**src/rtl/pam_rx_pkg.sv**
```systemverilog
// Shared types and helpers for the PAM demap receiver: FSM state, symbol geometry, frame-head pattern.
package pam_rx_pkg;

    typedef enum logic {
        SEARCH  = 1'b0,
        PAYLOAD = 1'b1
    } rx_state_e;

    function automatic int bps_of(input int pam_order);
        return $clog2(pam_order);
    endfunction

    function automatic int spw_of(input int data_width, input int pam_order);
        return data_width / bps_of(pam_order);
    endfunction

    // Frame head alternates max, 0, max, ... starting with the max symbol
    function automatic int expected(input int k, input int pam_order);
        return (k % 2 == 0) ? pam_order - 1 : 0;
    endfunction

endpackage

```
**src/rtl/pam_rx_fifo.sv**
```systemverilog
// Synchronous FIFO with registered output (head entry mirrored in o_dat); write-to-output latency 1 clk.
// Push is refused only when full and not popping in the same cycle; the caller sees that via o_full.
module pam_rx_fifo #(
    parameter int W  = 33,
    parameter int AW = 4
) (
    input  logic         clk,
    input  logic         rst,
    input  logic         i_push,
    input  logic [W-1:0] i_push_dat,
    input  logic         i_pop,
    output logic         o_full,
    output logic         o_empty,
    output logic [W-1:0] o_dat
);
    localparam int DEPTH = 1 << AW;

    logic [W-1:0]  r_mem [DEPTH];
    logic [AW-1:0] r_wr_ptr;
    logic [AW-1:0] r_rd_ptr;
    logic [AW:0]   r_cnt;
    logic          r_vld;
    logic [W-1:0]  r_dat;
    logic          w_pop;
    logic          w_wr;
    logic [AW:0]   w_cnt_pop;
    logic [AW:0]   w_cnt_nxt;
    logic [AW-1:0] w_rd_nxt;

    assign o_full    = (r_cnt == (AW+1)'(DEPTH));
    assign o_empty   = !r_vld;
    assign o_dat     = r_dat;
    assign w_pop     = i_pop && r_vld;
    assign w_wr      = i_push && (!o_full || w_pop);
    assign w_cnt_pop = r_cnt - (AW+1)'(w_pop);
    assign w_cnt_nxt = w_cnt_pop + (AW+1)'(w_wr);
    assign w_rd_nxt  = r_rd_ptr + AW'(w_pop);

    always_ff @(posedge clk) begin
        if (w_wr) r_mem[r_wr_ptr] <= i_push_dat;
    end

    always_ff @(posedge clk) begin
        if (rst) begin
            r_wr_ptr <= '0;
            r_rd_ptr <= '0;
            r_cnt    <= '0;
            r_vld    <= 1'b0;
            r_dat    <= '0;
        end else begin
            if (w_wr) r_wr_ptr <= r_wr_ptr + AW'(1);
            r_rd_ptr <= w_rd_nxt;
            r_cnt    <= w_cnt_nxt;
            r_vld    <= (w_cnt_nxt != '0);
            // New head comes from memory unless it is the word being written right now
            if (w_cnt_pop != '0)
                r_dat <= r_mem[w_rd_nxt];
            else if (w_wr)
                r_dat <= i_push_dat;
        end
    end

endmodule

```
**src/rtl/pam_demap_receiver.sv**
```systemverilog
// ADC samples -> PAM symbols -> frame-head hunt -> packed AXI-stream words; PAM_RX_STATS_EN adds frame_cnt/drop_cnt.
// Sample-to-tvalid latency 3 clk; no backpressure toward the ADC, words hitting a full FIFO are dropped and flagged.
module pam_demap_receiver
    import pam_rx_pkg::*;
#(
    parameter int DATA_WIDTH      = 32,
    parameter int PAM_ORDER       = 4,
    parameter int AD_CVER_WIDTH   = 12,
    parameter int HEAD_LEN        = 16,
    parameter int FRAME_WORDS     = 64,
    parameter int FIFO_DEPTH_LOG2 = 4
) (
    input  logic                                   clk,
    input  logic                                   rst,
    input  logic [AD_CVER_WIDTH-1:0]               recv_data,
    input  logic                                   recv_valid,
    input  logic [(PAM_ORDER-1)*AD_CVER_WIDTH-1:0] thresh,
    output logic [DATA_WIDTH-1:0]                  S_AXIS_tdata,
    output logic                                   S_AXIS_tlast,
    output logic [DATA_WIDTH/8-1:0]                S_AXIS_tkeep,
    output logic                                   S_AXIS_tvalid,
    input  logic                                   S_AXIS_tready,
    output logic                                   overflow,
    output logic                                   frame_done
`ifdef PAM_RX_STATS_EN
    ,
    output logic [15:0]                            frame_cnt,
    output logic [15:0]                            drop_cnt
`endif
);
    localparam int BPS  = bps_of(PAM_ORDER);
    localparam int SPW  = spw_of(DATA_WIDTH, PAM_ORDER);
    localparam int HC_W = $clog2(HEAD_LEN + 1);
    localparam int SC_W = $clog2(SPW + 1);
    localparam int WC_W = $clog2(FRAME_WORDS + 1);
    localparam logic [BPS-1:0] SYM_MAX = BPS'(PAM_ORDER - 1);

    logic [AD_CVER_WIDTH-1:0]  r_in_dat;
    logic                      r_in_vld;
    logic [BPS-1:0]            w_slice;
    logic [BPS-1:0]            r_sym;
    logic                      r_sym_vld;
    rx_state_e                 r_state;
    logic [HC_W-1:0]           r_head_cnt;
    logic [SC_W-1:0]           r_sym_cnt;
    logic [WC_W-1:0]           r_word_cnt;
    logic [DATA_WIDTH-BPS-1:0] r_shift;
    logic [DATA_WIDTH-1:0]     w_word;
    logic [DATA_WIDTH-1:0]     r_push_dat;
    logic                      r_push;
    logic                      r_push_last;
    logic [BPS-1:0]            w_exp_sym;
    logic                      w_last_word;
    logic                      w_fifo_full;
    logic                      w_fifo_empty;
    logic [DATA_WIDTH:0]       w_fifo_dat;
    logic                      w_pop;
    logic                      w_drop;
    logic                      r_overflow;
    logic                      r_frame_done;

    always_comb begin
        w_slice = '0;
        for (int i = 0; i < PAM_ORDER - 1; i++) begin
            if (r_in_dat >= thresh[i*AD_CVER_WIDTH +: AD_CVER_WIDTH])
                w_slice = w_slice + BPS'(1);
        end
    end

    assign w_exp_sym   = BPS'(expected(int'(r_head_cnt), PAM_ORDER));
    assign w_word      = {r_shift, r_sym};
    assign w_last_word = (r_word_cnt == WC_W'(FRAME_WORDS - 1));

    always_ff @(posedge clk) begin
        if (rst) begin
            r_in_vld  <= 1'b0;
            r_in_dat  <= '0;
            r_sym_vld <= 1'b0;
            r_sym     <= '0;
        end else begin
            r_in_vld  <= recv_valid;
            if (recv_valid) r_in_dat <= recv_data;
            r_sym_vld <= r_in_vld;
            if (r_in_vld) r_sym <= w_slice;
        end
    end

    always_ff @(posedge clk) begin
        if (rst) begin
            r_state     <= SEARCH;
            r_head_cnt  <= '0;
            r_sym_cnt   <= '0;
            r_word_cnt  <= '0;
            r_shift     <= '0;
            r_push      <= 1'b0;
            r_push_dat  <= '0;
            r_push_last <= 1'b0;
        end else begin
            r_push <= 1'b0;
            if (r_sym_vld) begin
                case (r_state)
                    SEARCH: begin
                        if (r_sym == w_exp_sym) begin
                            if (r_head_cnt == HC_W'(HEAD_LEN - 1)) begin
                                r_head_cnt <= '0;
                                r_state    <= PAYLOAD;
                            end else begin
                                r_head_cnt <= r_head_cnt + HC_W'(1);
                            end
                        end else begin
                            // A max symbol can itself open a fresh head
                            r_head_cnt <= (r_sym == SYM_MAX) ? HC_W'(1) : '0;
                        end
                    end
                    PAYLOAD: begin
                        r_shift <= w_word[DATA_WIDTH-BPS-1:0];
                        if (r_sym_cnt == SC_W'(SPW - 1)) begin
                            r_sym_cnt   <= '0;
                            r_push      <= 1'b1;
                            r_push_dat  <= w_word;
                            r_push_last <= w_last_word;
                            if (w_last_word) begin
                                r_word_cnt <= '0;
                                r_state    <= SEARCH;
                            end else begin
                                r_word_cnt <= r_word_cnt + WC_W'(1);
                            end
                        end else begin
                            r_sym_cnt <= r_sym_cnt + SC_W'(1);
                        end
                    end
                    default: r_state <= SEARCH;
                endcase
            end
        end
    end

    pam_rx_fifo #(
        .W  (DATA_WIDTH + 1),
        .AW (FIFO_DEPTH_LOG2)
    ) u_fifo (
        .clk        (clk),
        .rst        (rst),
        .i_push     (r_push),
        .i_push_dat ({r_push_last, r_push_dat}),
        .i_pop      (w_pop),
        .o_full     (w_fifo_full),
        .o_empty    (w_fifo_empty),
        .o_dat      (w_fifo_dat)
    );

    assign w_pop  = !w_fifo_empty && S_AXIS_tready;
    assign w_drop = r_push && w_fifo_full && !w_pop;

    always_ff @(posedge clk) begin
        if (rst) begin
            r_overflow   <= 1'b0;
            r_frame_done <= 1'b0;
        end else begin
            r_overflow   <= r_overflow | w_drop;
            r_frame_done <= r_push & r_push_last;
        end
    end

`ifdef PAM_RX_STATS_EN
    logic [15:0] r_frame_cnt;
    logic [15:0] r_drop_cnt;

    always_ff @(posedge clk) begin
        if (rst) begin
            r_frame_cnt <= '0;
            r_drop_cnt  <= '0;
        end else begin
            if (r_push && r_push_last) r_frame_cnt <= r_frame_cnt + 16'd1;
            if (w_drop)                r_drop_cnt  <= r_drop_cnt + 16'd1;
        end
    end

    assign frame_cnt = r_frame_cnt;
    assign drop_cnt  = r_drop_cnt;
`endif

    assign S_AXIS_tvalid = !w_fifo_empty;
    assign S_AXIS_tdata  = w_fifo_dat[DATA_WIDTH-1:0];
    assign S_AXIS_tlast  = w_fifo_dat[DATA_WIDTH];
    assign S_AXIS_tkeep  = '1;
    assign overflow      = r_overflow;
    assign frame_done    = r_frame_done;

endmodule

```
**config.mk**
```make
export PLATFORM = sky130hd
export DESIGN_NAME = pam_demap_receiver
export DESIGN_NICKNAME = d
export VERILOG_FILES = /design/src/rtl/pam_rx_pkg.sv /design/src/rtl/pam_rx_fifo.sv /design/src/rtl/pam_demap_receiver.sv
export SDC_FILE = /design/constraint.sdc
export NUM_CORES = 1
export LEC_CHECK = 0
export CAP_MARGIN = 20
export CORE_MARGIN = 4
export CORE_UTILIZATION = 35
export CTS_CLUSTER_DIAMETER = 80
export DETAILED_ROUTE_END_ITERATION = 8
export MAX_ROUTING_LAYER = met4
export SLEW_MARGIN = 25
export SYNTH_ARGS = -nofsm -noshare
export SYNTH_HDL_FRONTEND = slang
export SYNTH_SLANG_ARGS = --single-unit
```
**constraint.sdc**
```tcl
create_clock -name clk -period 9.57 [get_ports clk]
set_clock_uncertainty 0.15 [all_clocks]
set_input_delay 1.4355 -clock clk [delete_from_list [all_inputs] [get_ports clk]]
set_output_delay 1.4355 -clock clk [all_outputs]
set_load 0.03 [all_outputs]
```
Yosys cells after proc, flatten, opt, wreduce, memory -nomap -nowiden
Memories as Yosys holds them, arrays and structs flattened.
Index checks and enable logic that the tools add are counted.
{ "classes": {"mux": 19, "bitwise_logic": 4, "n_reduce_logical": 16, "n_eq_ne": 6, "n_addsub": 9, "order_cmp": 3} }
{ "op_table": {"columns": ["operator", "count"], "rows": [
  ["$mux W33", 2],
  ["$ge A12 B12 Y1", 3],
  ["$logic_not A32 Y1", 1],
  ["$mux W5", 3],
  ["$add A5 B1 Y5 const B", 2],
  ["$eq A5 B4 Y1 const B", 2],
  ["$reduce_bool A5 Y1", 2],
  ["$mux W1", 9],
  ["$add A7 B1 Y7 const B", 1],
  ["$eq A7 B6 Y1 const B", 1],
  ["$mux W7", 1],
  ["$mux W2", 3],
  ["$add A5 B1 Y5", 1],
  ["$eq A5 B5 Y1 const B", 1],
  ["$logic_and A1 B1 Y1", 5],
  ["$sub A5 B1 Y5", 1],
  ["$add A2 B1 Y2 const B", 2],
  ["$add A4 B1 Y4", 1],
  ["$add A4 B1 Y4 const B", 1],
  ["$reduce_and A2 Y1", 2],
  ["$reduce_and A3 Y1", 1],
  ["$reduce_or A3 Y1", 1],
  ["$eq A2 B2 Y1", 1],
  ["$eq A2 B2 Y1 const B", 1],
  ["other kinds (7)", 9]
]} }
{ "totals": {"ram_bits": 528, "ff_bits": 147, "n_memories": 1, "in_bits": 52} }
{ "mem_list": {"columns": ["name", "depth", "word_bits", "rd", "rd_ports_with_merged_regs", "write_ports", "line_no", "text"], "rows": [
  ["u_fifo.r_mem", 16, 33, 1, 0, 1, "pam_rx_fifo.sv:18", "logic [W-1:0] r_mem [DEPTH];"]
]} }

Longest topological paths before layout
Gate-level depths: netlist (run 1).
{ "depth": {"ltp_word": 6, "mapped_depth": 11, "ltp_nobuf": 11} }

Cells and area by module
Synthesis (run 1) repeated with hierarchy kept, for this count alone.
{ "unflattened": {"cells_unflattened": 1609, "area_unflattened_um2": 26584.2} }
{ "by_module_without_submodules": {"columns": ["mod", "instances", "area_per_inst_um2", "cells_per_inst"], "rows": [
  ["pam_rx_fifo", 1, 22021.1, 1049],
  ["pam_demap_receiver", 1, 4563.1, 560]
]} }

Least setup slack after synthesis (run 1)
OpenSTA, ideal clock, no wires.
{ "synth_path": {"path_type": "input -> register", "startpoint": "in S_AXIS_tready", "endpoint": "mem u_fifo.r_mem[0][0], enable pin", "setup_time_ps": 464, "n_path_buf": 1, "path_slack_ps": 4468, "path_stages": 5, "arrival_ps": 4488, "required_ps": 8956, "path_cell_list": "nand2_1 a31oi_1 buf_2 nand2_1 nor3_1"} }
{ "synth_between": {"elab_chain_len": 6} }
{ "synth_rtl": {"columns": ["element", "line_no", "text"], "rows": [
  ["from (decl)", "pam_demap_receiver.sv:22", "input logic S_AXIS_tready,"],
  ["$logic_and A1 B1 Y1", "pam_demap_receiver.sv:152", "assign w_pop = !w_fifo_empty && S_AXIS_tready;"],
  ["$logic_and A1 B1 Y1", "pam_rx_fifo.sv:33", "assign w_pop = i_pop && r_vld;"],
  ["$logic_or A1 B1 Y1", "pam_rx_fifo.sv:34", "assign w_wr = i_push && (!o_full || w_pop);"],
  ["$logic_and A1 B1 Y1", "pam_rx_fifo.sv:34", null],
  ["named net u_fifo.w_wr", "pam_rx_fifo.sv:25", "logic w_wr;"],
  ["$mux W1", "pam_rx_fifo.sv:40", "if (w_wr) r_mem[r_wr_ptr] <= i_push_dat;"],
  ["$mux W1 (implied by the code)", "pam_rx_fifo.sv:40", null],
  ["to (decl)", "pam_rx_fifo.sv:18", null]
]} }
The timed path passes the listed nets, and every way through them passes these cells.

Final worst setup path (run 1)
{ "layout_path": {"startpoint": "in S_AXIS_tready", "endpoint": "reg u_fifo.r_dat[24] (netlist: u_fifo.o_dat[24])"} }
{ "layout_between": {"elab_chain_len": 5, "elab_cells_between_ends": 10, "classes_between": "2 x add/sub; 1 x mux; 6 x reduce/logical; 1 x memory"} }
{ "layout_rtl": {"columns": ["element", "line_no", "text"], "rows": [
  ["$logic_and A1 B1 Y1", "pam_demap_receiver.sv:152", null],
  ["$logic_and A1 B1 Y1", "pam_rx_fifo.sv:33", null],
  ["$add A4 B1 Y4", "pam_rx_fifo.sv:37", "assign w_rd_nxt = r_rd_ptr + AW'(w_pop);"],
  ["named net u_fifo.w_rd_nxt[0]", "pam_rx_fifo.sv:28", "logic [AW-1:0] w_rd_nxt;"],
  ["$mem_v2 Z16 W33", null, null],
  ["$mux W33", "pam_rx_fifo.sv:56", "if (w_cnt_pop != '0)"],
  ["to (signal assigned)", "pam_rx_fifo.sv:57", "r_dat <= r_mem[w_rd_nxt];"],
  ["to (signal assigned)", "pam_rx_fifo.sv:59", "r_dat <= i_push_dat;"],
  ["to (decl)", "pam_rx_fifo.sv:23", "logic [W-1:0] r_dat;"]
]} }
The timed path passes the listed nets, and every way through them passes these cells.
A chain may end at the register's enable or synchronous reset.

==> results of run 1 <==
==> where the power goes <==
group | internal [uW] | switching (uW) | total (uW)
Combinational | 654 | 677 | 1330
Sequential | 3180 | 56.9 | 3240
Clock | 1580 | 1100 | 2680
==> cell families after synthesis <==
| group | after synthesis |
|---|---|
| simple gates | 268 |
| compound gates | 190 |
| fa+ha+maj | 51 |
| buf+inv | 132 |
| flops | 675 |
| xor+xnor | 16 |
| mux | 243 |
| other cells | 1 |
==> sequential cells by signal, indices dropped and copies added (netlist names), 2 cells and up <==
name,count
u_fifo.r_cnt,5
r_push_dat,32
r_sym_cnt,5
r_shift,30
u_fifo.r_wr_ptr,4
u_fifo.o_dat,33
r_head_cnt,5
r_sym,2
r_in_dat,12
r_word_cnt,7
u_fifo.r_rd_ptr,4
u_fifo.r_mem,528
==> worst max-delay path by stage <==
stage,start,end,depth (start not counted)
finish,S_AXIS_tready,u_fifo.o_dat[24]$_SDFFE_PP0P_,9
global route,S_AXIS_tready,u_fifo.o_dat[24]$_SDFFE_PP0P_,9
CTS,S_AXIS_tready,u_fifo.o_dat[24]$_SDFFE_PP0P_,9
detailed placement,S_AXIS_tready,u_fifo.o_dat[24]$_SDFFE_PP0P_,9
global placement,S_AXIS_tready,u_fifo.o_dat[24]$_SDFFE_PP0P_,9
floorplan,S_AXIS_tready,u_fifo.r_mem[0][0]$_DFFE_PP_,5
==> critical path: stages <==
cell and delay (ps):
clkdlybuf4s50_1 400, nand2_1 160, inv_1 120, ha_4 820
buf_12 680, mux4_2 600, mux2i_1 230, o22a_1 190
o21ai_2 50
==> stage by stage <==
step           instance area [sq um]  worst slack (ps)  utilization
2_1_floorplan                  26700              4470            -
3_3_place_gp                   28800              4320        0.380
3_5_place_dp                   28900              4340        0.381
4_1_cts                        31100              4970        0.411
5_1_grt                        31100              4700        0.411
6_report                       31100              5030        0.411
==> Yosys cell counts (12+ instances only) <==
master,instances,area [sq um]
edfxtp_1,528,15900
nand2_1,150,563
dfxtp_1,147,2940
mux4_2,132,2970
mux2i_1,111,1110
a21oi_1,79,395
nor2_1,61,229
ha_1,51,638
inv_1,47,176
clkbuf_1,34,128
buf_2,33,165
o22a_1,33,289
o21ai_2,32,280
xor2_1,12,105
==> layer usage <==
metal / vias to the layer above / global-route usage / routed length (um)
met2: 359 / 0.241 / 28700
met5: - / - / 0
met4: 0 / 0.0371 / 897
met3: 66 / 0.0284 / 3170
met1: 7212 / 0.197 / 26000
li1: 6343 / - / -
==> layout make-up <==
cell class,count,area (sq um)
Fill cell,6733,44700
Sequential cell,675,18800
Multi-Input combinational cell,772,7530
Clock buffer,104,2010
Tap cell,978,1220
Timing Repair Buffer,120,1130
Clock inverter,27,272
Inverter,47,176
==> flow_metrics.env, run 1 <==
export IMPL_routedWlPerCell_um=21.6
export IMPL_crit_path_end_kind="flop"
export IMPL_track_usage=0.150
export IMPL_maxCapViolCount=0
export IMPL_initial_core_util=0.352
export IMPL_drt_wl_total_um=58800
export IMPL_synth_xor_area_share=0.00525
export IMPL_hold_viol=0
export IMPL_die_w_um=284
export IMPL_ctsResizeCount=0
export IMPL_cts_max_level=3
export IMPL_drv_slew=0
export IMPL_synth_edf_count=528
export IMPL_layout_commonest_cell="edfxtp_1"
export IMPL_leakage_uw=0.0101
export IMPL_core_area_sq_um=75800
export IMPL_worstPathArrival_ps=4830
export IMPL_path_max_fanout=93
export IMPL_cts_buffer_depth=3
export IMPL_avgSynthCellArea_sq_um=17.0
export IMPL_reg2reg_from="u_fifo.r_vld$_SDFF_PP0_"
export IMPL_synth_seq_cells=675
export IMPL_synth_mux_area_frac=0.153
export IMPL_yosysWarnings=0
export IMPL_grt_pass1_vias=14693
export IMPL_die_area_sq_um=80800
export IMPL_worstSkewPairLatency_ps=600
export IMPL_layout_nets=1790
export IMPL_layoutNonFillerInstCount=2723
export IMPL_cts_buffers=71
export IMPL_hold_start="r_word_cnt[6]$_SDFFE_PP0P_"
export IMPL_hp_class="reg2reg"
export IMPL_gp_congestion=0.762
export IMPL_period_minus_slack_ps=4540
export IMPL_clk_pin_slew_ps=60
export IMPL_antenna_cells=0
export IMPL_clock_sinks=675
export IMPL_whs_endpoint="r_word_cnt[6]$_SDFFE_PP0P_"
export IMPL_drt_initial_drc_count=1103
export IMPL_drtPass1Iterations=5
export IMPL_synth_top_family_by_area="multiplexers"
export IMPL_critPathLaunchType="input pin"
export IMPL_dp_hpwl_um=32300
export IMPL_tightest_slew_ps=994
export IMPL_synthArstFlopShare=0
export IMPL_rsz0062_at_grt="false"
export IMPL_routed_via_density=5.13
export IMPL_powerDensity_nw_per_um2=233
export IMPL_synthCells=1576
export IMPL_die_h_um=284
export IMPL_p_total_uw=7250
export IMPL_slew_headroom=0.337
export IMPL_crit_type="in2reg"
export IMPL_portBuffers=87
export IMPL_grt_pass1_wl_um=90500
export IMPL_finalCritPeriodShare=0.474
export IMPL_antenna_left=0
export IMPL_dp_cells=2592
export IMPL_yosys_area_share_adder=0.0239
export IMPL_grt_max_degree=94
export IMPL_hold_depth=1
export IMPL_post_cts_buffers=0
export IMPL_drive_above_1_share=0.184
export IMPL_r2r_slack_ps=5950
export IMPL_synth_top_flop_cell="edfxtp_1"
export IMPL_r2r_cells=8
export IMPL_drc_errors=0
export IMPL_synth_cell_types=53
export IMPL_ys_seq_area_frac=0.704
export IMPL_setup_violations=0
export IMPL_synth_compound_area_share=0.0491
export IMPL_ir_drop_mv=0.121
export IMPL_layout_common_cells="528 x edfxtp_1, 150 x nand2_1, 147 x dfxtp_1"
export IMPL_grt_ovfl_total=0
export IMPL_max_freq_mhz=220
export IMPL_grt_antenna_before_repair=0
export IMPL_rows=101
export IMPL_holdWs_ps=294
export IMPL_rr_endpoint="u_fifo.o_dat[24]$_SDFFE_PP0P_"
export IMPL_critPathRequiredTime_ps=9860
export IMPL_vias=13980
export IMPL_syn_area_sq_um=26700
export IMPL_io_pins=92
export IMPL_cts_root_buf="clkbuf_16"
export IMPL_cts_tree="yes"
export IMPL_syn_to_final_growth_pct=16.6
export IMPL_tns_ps=0
export IMPL_synthSimpleGateAreaFrac=0.0431
export IMPL_postCtsHoldBufs=0
export IMPL_status="finished clean"
No activity file was read; power rests on OpenSTA's default activity.
==> inputs of run 2 (changes only) <==
==> constraint.sdc (replaced) <==
create_clock -name clk -period 4 [get_ports clk]
set_clock_uncertainty 0.15 [all_clocks]
set_input_delay 0.6 -clock clk [delete_from_list [all_inputs] [get_ports clk]]
set_output_delay 0.6 -clock clk [all_outputs]
set_load 0.03 [all_outputs]
==> flow_metrics.env, run 2 (synthesis gave the netlist of run 1 again) <==
export IMPL_grt_ovfl_total=0
export IMPL_dp_cells=2616
export IMPL_cp_slowest_cell="or3_4"
export IMPL_routed_via_density=5.19
export IMPL_status="finished clean"
export IMPL_cts_buffer_depth=3
export IMPL_grt_pass1_wl_um=93700
export IMPL_hold_viol=0
export IMPL_tightest_slew_ps=983
export IMPL_drv_slew=0
export IMPL_drive_above_1_share=0.203
export IMPL_io_pins=92
export IMPL_ctsResizeCount=0
export IMPL_grt_max_degree=66
export IMPL_critPathRequiredTime_ps=4360
export IMPL_ir_drop_mv=0.340
export IMPL_core_area_sq_um=75800
export IMPL_finalCritPeriodShare=0.758
export IMPL_cts_root_buf="clkbuf_16"
export IMPL_worstPathArrival_ps=3390
export IMPL_hp_class="reg2reg"
export IMPL_drc_errors=0
export IMPL_cts_buffers=75
export IMPL_drt_initial_drc_count=1130
export IMPL_layoutNonFillerInstCount=2755
export IMPL_maxCapViolCount=0
export IMPL_finalWorstSetupSlack_ps=968
export IMPL_antenna_cells=0
export IMPL_die_w_um=284
export IMPL_routedWlPerCell_um=22.3
export IMPL_crit_chain="clkdlybuf4s50_1 -> nand2_1 -> inv_1 -> ha_1 -> ha_1 -> inv_1 -> or4_4 -> or3_4 -> o21ai_0"
export IMPL_max_stage_delay_ps=660
export IMPL_clock_sinks=675
export IMPL_portBuffers=87
export IMPL_post_cts_buffers=0
export IMPL_path_max_fanout=33
export IMPL_layout_commonest_cell="edfxtp_1"
export IMPL_powerDensity_nw_per_um2=566
export IMPL_die_h_um=284
export IMPL_largest_reg_flops=528
export IMPL_leakage_uw=0.0103
export IMPL_setup_violations=0
export IMPL_drtPass1Iterations=4
export IMPL_fill_cells=6671
export IMPL_period_minus_slack_ps=3030
export IMPL_layout_nets=1818
export IMPL_critPathLaunchType="input pin"
export IMPL_cts_max_level=3
export IMPL_worstSkewPairLatency_ps=610
export IMPL_syn_to_final_growth_pct=18.3
export IMPL_rows=101
export IMPL_dp_hpwl_um=35200
export IMPL_grt_pass1_vias=14976
export IMPL_slew_headroom=0.343
export IMPL_drt_wl_total_um=61600
export IMPL_vias=14301
export IMPL_layout_common_cells="528 x edfxtp_1, 150 x nand2_1, 147 x dfxtp_1"
export IMPL_gp_congestion=0.784
export IMPL_clk_pin_slew_ps=60
export IMPL_initial_core_util=0.352
export IMPL_die_area_sq_um=80800
export IMPL_tns_ps=0
export IMPL_max_freq_mhz=330
export IMPL_grt_antenna_before_repair=1
export IMPL_largest_register="u_fifo.r_mem"
export IMPL_cts_tree="yes"
export IMPL_rsz0062_at_grt="false"
export IMPL_track_usage=0.157
export IMPL_crit_type="in2reg"
export IMPL_crit_path_end_kind="flop"
export IMPL_postCtsHoldBufs=0
export IMPL_antenna_left=0
export IMPL_pre_cts_ws_ps=310
-- run 2: cell count changes in the layout (fill, tap and decap cells not counted), moves of 2 or more --
cell and change:
buf_4 +17, buf_12 +7, clkinv_2 +7, clkbuf_1 -5
clkbuf_8 +5, clkinv_1 -3, nor3_2 -3, nor3_4 +3
bufinv_16 +2, inv_6 +2
-- run 2: through the flow --
| stage | hold WS, ps | area (sq um) | power (uW) | util |
|---|---|---|---|---|
| after global routing | 325 | 31600 | 18600 | 0.417 |
| after global placement | 284 | 29100 | 11300 | 0.384 |
| after CTS | 305 | 31600 | 18100 | 0.417 |
| after detailed placement | 297 | 29100 | 11300 | 0.384 |
| after floorplan | 278 | 26700 | 10300 | - |
| final | 301 | 31600 | 17900 | 0.417 |
-- run 2: area by class of cell --
cell class                 count  area [sq um]  area share
clock inverter                34           368      0.0116
timing repair buffer         144          1400      0.0442
clock buffer                 105          2090      0.0661
tap                          978          1220      0.0387
sequential                   675         18800       0.595
multi-input combinational    772          7540       0.239
inverter                      47           176     0.00558
-- run 2: report_power, final --
| part | internal (uW) | leakage, uW | total [uW] | switching, uW |
|---|---|---|---|---|
| registers | 7610 | 0.00609 | 7770 | 151 |
| clock network | 4060 | 0.00121 | 6790 | 2730 |
| logic | 1660 | 0.00301 | 3320 | 1650 |
-- run 2: routing by layer --
layer  wire [um]  share of wire  GRT usage
met1       27300           0.44      0.205
met2       30100           0.49      0.254
met3        2810          0.046     0.0273
met4        1310          0.021     0.0420
met5           0              0          -
-- run 2: worst paths after layout --
check	start	end	slack, ps	cells after the start
setup / recovery	S_AXIS_tready	u_fifo.o_dat[22]$_SDFFE_PP0P_	970	9
hold / removal	r_shift[28]$_SDFFE_PP0P_	r_push_dat[30]$_SDFFE_PP0P_	300	2
setup reg to reg	u_fifo.r_vld$_SDFF_PP0_	u_fifo.o_dat[22]$_SDFFE_PP0P_	1040	8
hold reg to reg	r_shift[28]$_SDFFE_PP0P_	r_push_dat[30]$_SDFFE_PP0P_	300	2
-- run 2: worst max-delay path, delay by kind of cell --
family / cells / cell delay, ps
compound gates: 1 / 290
fa+ha+maj: 2 / 490
buf+inv: 3 / 600
simple gates: 3 / 1390
==> inputs of run 3 (changes only) <==
==> constraint.sdc (replaced) <==
create_clock -name clk -period 3 [get_ports clk]
set_clock_uncertainty 0.15 [all_clocks]
set_input_delay 0.45 -clock clk [delete_from_list [all_inputs] [get_ports clk]]
set_output_delay 0.45 -clock clk [all_outputs]
set_load 0.03 [all_outputs]
==> flow_metrics.env, run 3 (synthesis gave the netlist of run 1 again) <==
export IMPL_status="finished clean"
export IMPL_r2r_slack_ps=220
export IMPL_grt_ovfl_total=0
export IMPL_finalCritPeriodShare=0.927
export IMPL_rr_endpoint="r_sym[0]$_SDFFE_PP0P_"
export IMPL_slew_headroom=0.439
export IMPL_worstSkewPairLatency_ps=600
export IMPL_postCtsHoldBufs=0
export IMPL_p_total_uw=24100
export IMPL_drv_slew=0
export IMPL_critPathLaunchType="flop"
export IMPL_vias=14350
export IMPL_hold_start="rst"
export IMPL_fill_cells=6644
export IMPL_io_pins=92
export IMPL_drt_wl_total_um=61000
export IMPL_cts_root_buf="clkbuf_16"
export IMPL_grt_max_degree=82
export IMPL_drtPass1Iterations=5
export IMPL_routedWlPerCell_um=21.8
export IMPL_die_w_um=284
export IMPL_whs_endpoint="r_in_dat[4]$_SDFFE_PP0P_"
export IMPL_die_h_um=284
export IMPL_dp_hpwl_um=37100
export IMPL_drt_initial_drc_count=1083
export IMPL_layout_nets=1868
export IMPL_pre_cts_ws_ps=-267
export IMPL_post_cts_buffers=0
export IMPL_grt_antenna_before_repair=0
export IMPL_core_area_sq_um=75800
export IMPL_antenna_left=0
export IMPL_max_freq_mhz=360
export IMPL_hold_viol=0
export IMPL_seq_area_sq_um=18800
export IMPL_cts_buffer_depth=3
export IMPL_clock_sinks=675
export IMPL_period_minus_slack_ps=2780
export IMPL_hp_class="in2reg"
export IMPL_cts_max_level=3
export IMPL_r2r_cells=11
export IMPL_largest_register="u_fifo.r_mem"
export IMPL_routed_via_density=5.12
export IMPL_tightest_slew_ps=839
export IMPL_pwr_share_comb=0.208
export IMPL_cts_tree="yes"
export IMPL_switchingPower_uw=6030
export IMPL_largest_reg_flops=528
export IMPL_rows=101
export IMPL_power_frac_seq=0.429
export IMPL_p_clk_frac=0.363
export IMPL_drc_errors=0
export IMPL_track_usage=0.155
export IMPL_layout_commonest_cell="edfxtp_1"
export IMPL_crit_path_end_kind="flop"
export IMPL_initial_core_util=0.352
export IMPL_crit_path_start="r_in_dat[0]$_SDFFE_PP0P_"
export IMPL_gp_congestion=0.792
export IMPL_maxCapViolCount=0
export IMPL_die_area_sq_um=80800
export IMPL_drive_above_1_share=0.220
export IMPL_cts_buffers=72
export IMPL_grt_pass1_wl_um=93400
export IMPL_setup_violations=0
export IMPL_hold_depth=2
export IMPL_finalWorstSetupSlack_ps=219
export IMPL_antenna_cells=0
export IMPL_ir_drop_mv=0.456
export IMPL_path_max_fanout=3
export IMPL_ctsResizeCount=0
export IMPL_powerDensity_nw_per_um2=743
export IMPL_layout_common_cells="528 x edfxtp_1, 150 x nand2_1, 147 x dfxtp_1"
export IMPL_portBuffers=87
export IMPL_crit_type="reg2reg"
export IMPL_multi_input_area_sq_um=7540
export IMPL_reg2reg_from="r_in_dat[0]$_SDFFE_PP0P_"
export IMPL_rsz0062_at_grt="false"
export IMPL_worstPathArrival_ps=3170
export IMPL_grt_pass1_vias=14959
export IMPL_leakage_uw=0.0107
export IMPL_p_int_uw=18100
export IMPL_critPathRequiredTime_ps=3390
export IMPL_switching_share=0.250
export IMPL_clk_pin_slew_ps=60
export IMPL_syn_to_final_growth_pct=21.5
## run 3: cell count changes in the layout (fill, tap and decap cells not counted), sizes merged
cell | before | now
buf | 58 | 111
inv | 55 | 52
clkinvlp | 0 | 1
bufinv | 6 | 5
clkinv | 20 | 16
## run 3: worst max-delay path by stage
stage	end	slack, ps	depth (start not counted)
floorplan	u_fifo.r_mem[12][0]$_DFFE_PP_	-340	5
global placement	r_sym[1]$_SDFFE_PP0P_	-320	10
detailed placement	r_sym[0]$_SDFFE_PP0P_	-270	11
CTS	r_sym[0]$_SDFFE_PP0P_	220	11
global route	r_sym[1]$_SDFFE_PP0P_	30	10
finish	r_sym[0]$_SDFFE_PP0P_	220	11
## run 3: layout make-up
cell class	instances	area share
inverters	47	0.00543
clock buffers	105	0.0638
flip-flops and latches	675	0.579
multi-input cells	772	0.232
well taps	978	0.0377
clock inverters	27	0.00860
repair buffers	197	0.0730
## run 3: stage by stage
stage	cell area [sq um]	TNS (ps)	util	instances	hold WS (ps)
floorplan	26800	-118700	-	1579	278
global placement	30100	-4650	0.397	2669	285
detailed placement	30100	-6030	0.397	2669	296
CTS	32500	0	0.428	2801	66.1
global route	32500	0	0.428	2801	84.5
finish	32500	0	0.428	2801	92.3
## run 3: per-layer routing
metal	share of wire	global-route usage	vias up
li1	-	-	6490
met1	0.44	0.206	7376
met2	0.48	0.249	402
met3	0.062	0.0277	82
met4	0.019	0.0415	0
met5	0	-	-
## run 3: power by group through the flow
stage	logic [uW]	clock network, uW	registers (uW)
after floorplan	2980	0	10800
after global placement	5060	0	10500
after CTS	5120	8960	10400
after global routing	5410	9390	10400
final	5020	8760	10300
after detailed placement	5100	0	10500
## run 3: worst max-delay path, stage by stage (launching register included)
cell	delay, ps
dfxtp_1	330
inv_1	80
ha_1	270
nand2b_1	150
a21o_1	190
a211o_1	290
a221o_1	370
a21oi_1	150
ha_1	270
nor3_1	270
nand3_1	130
nand3_1	100
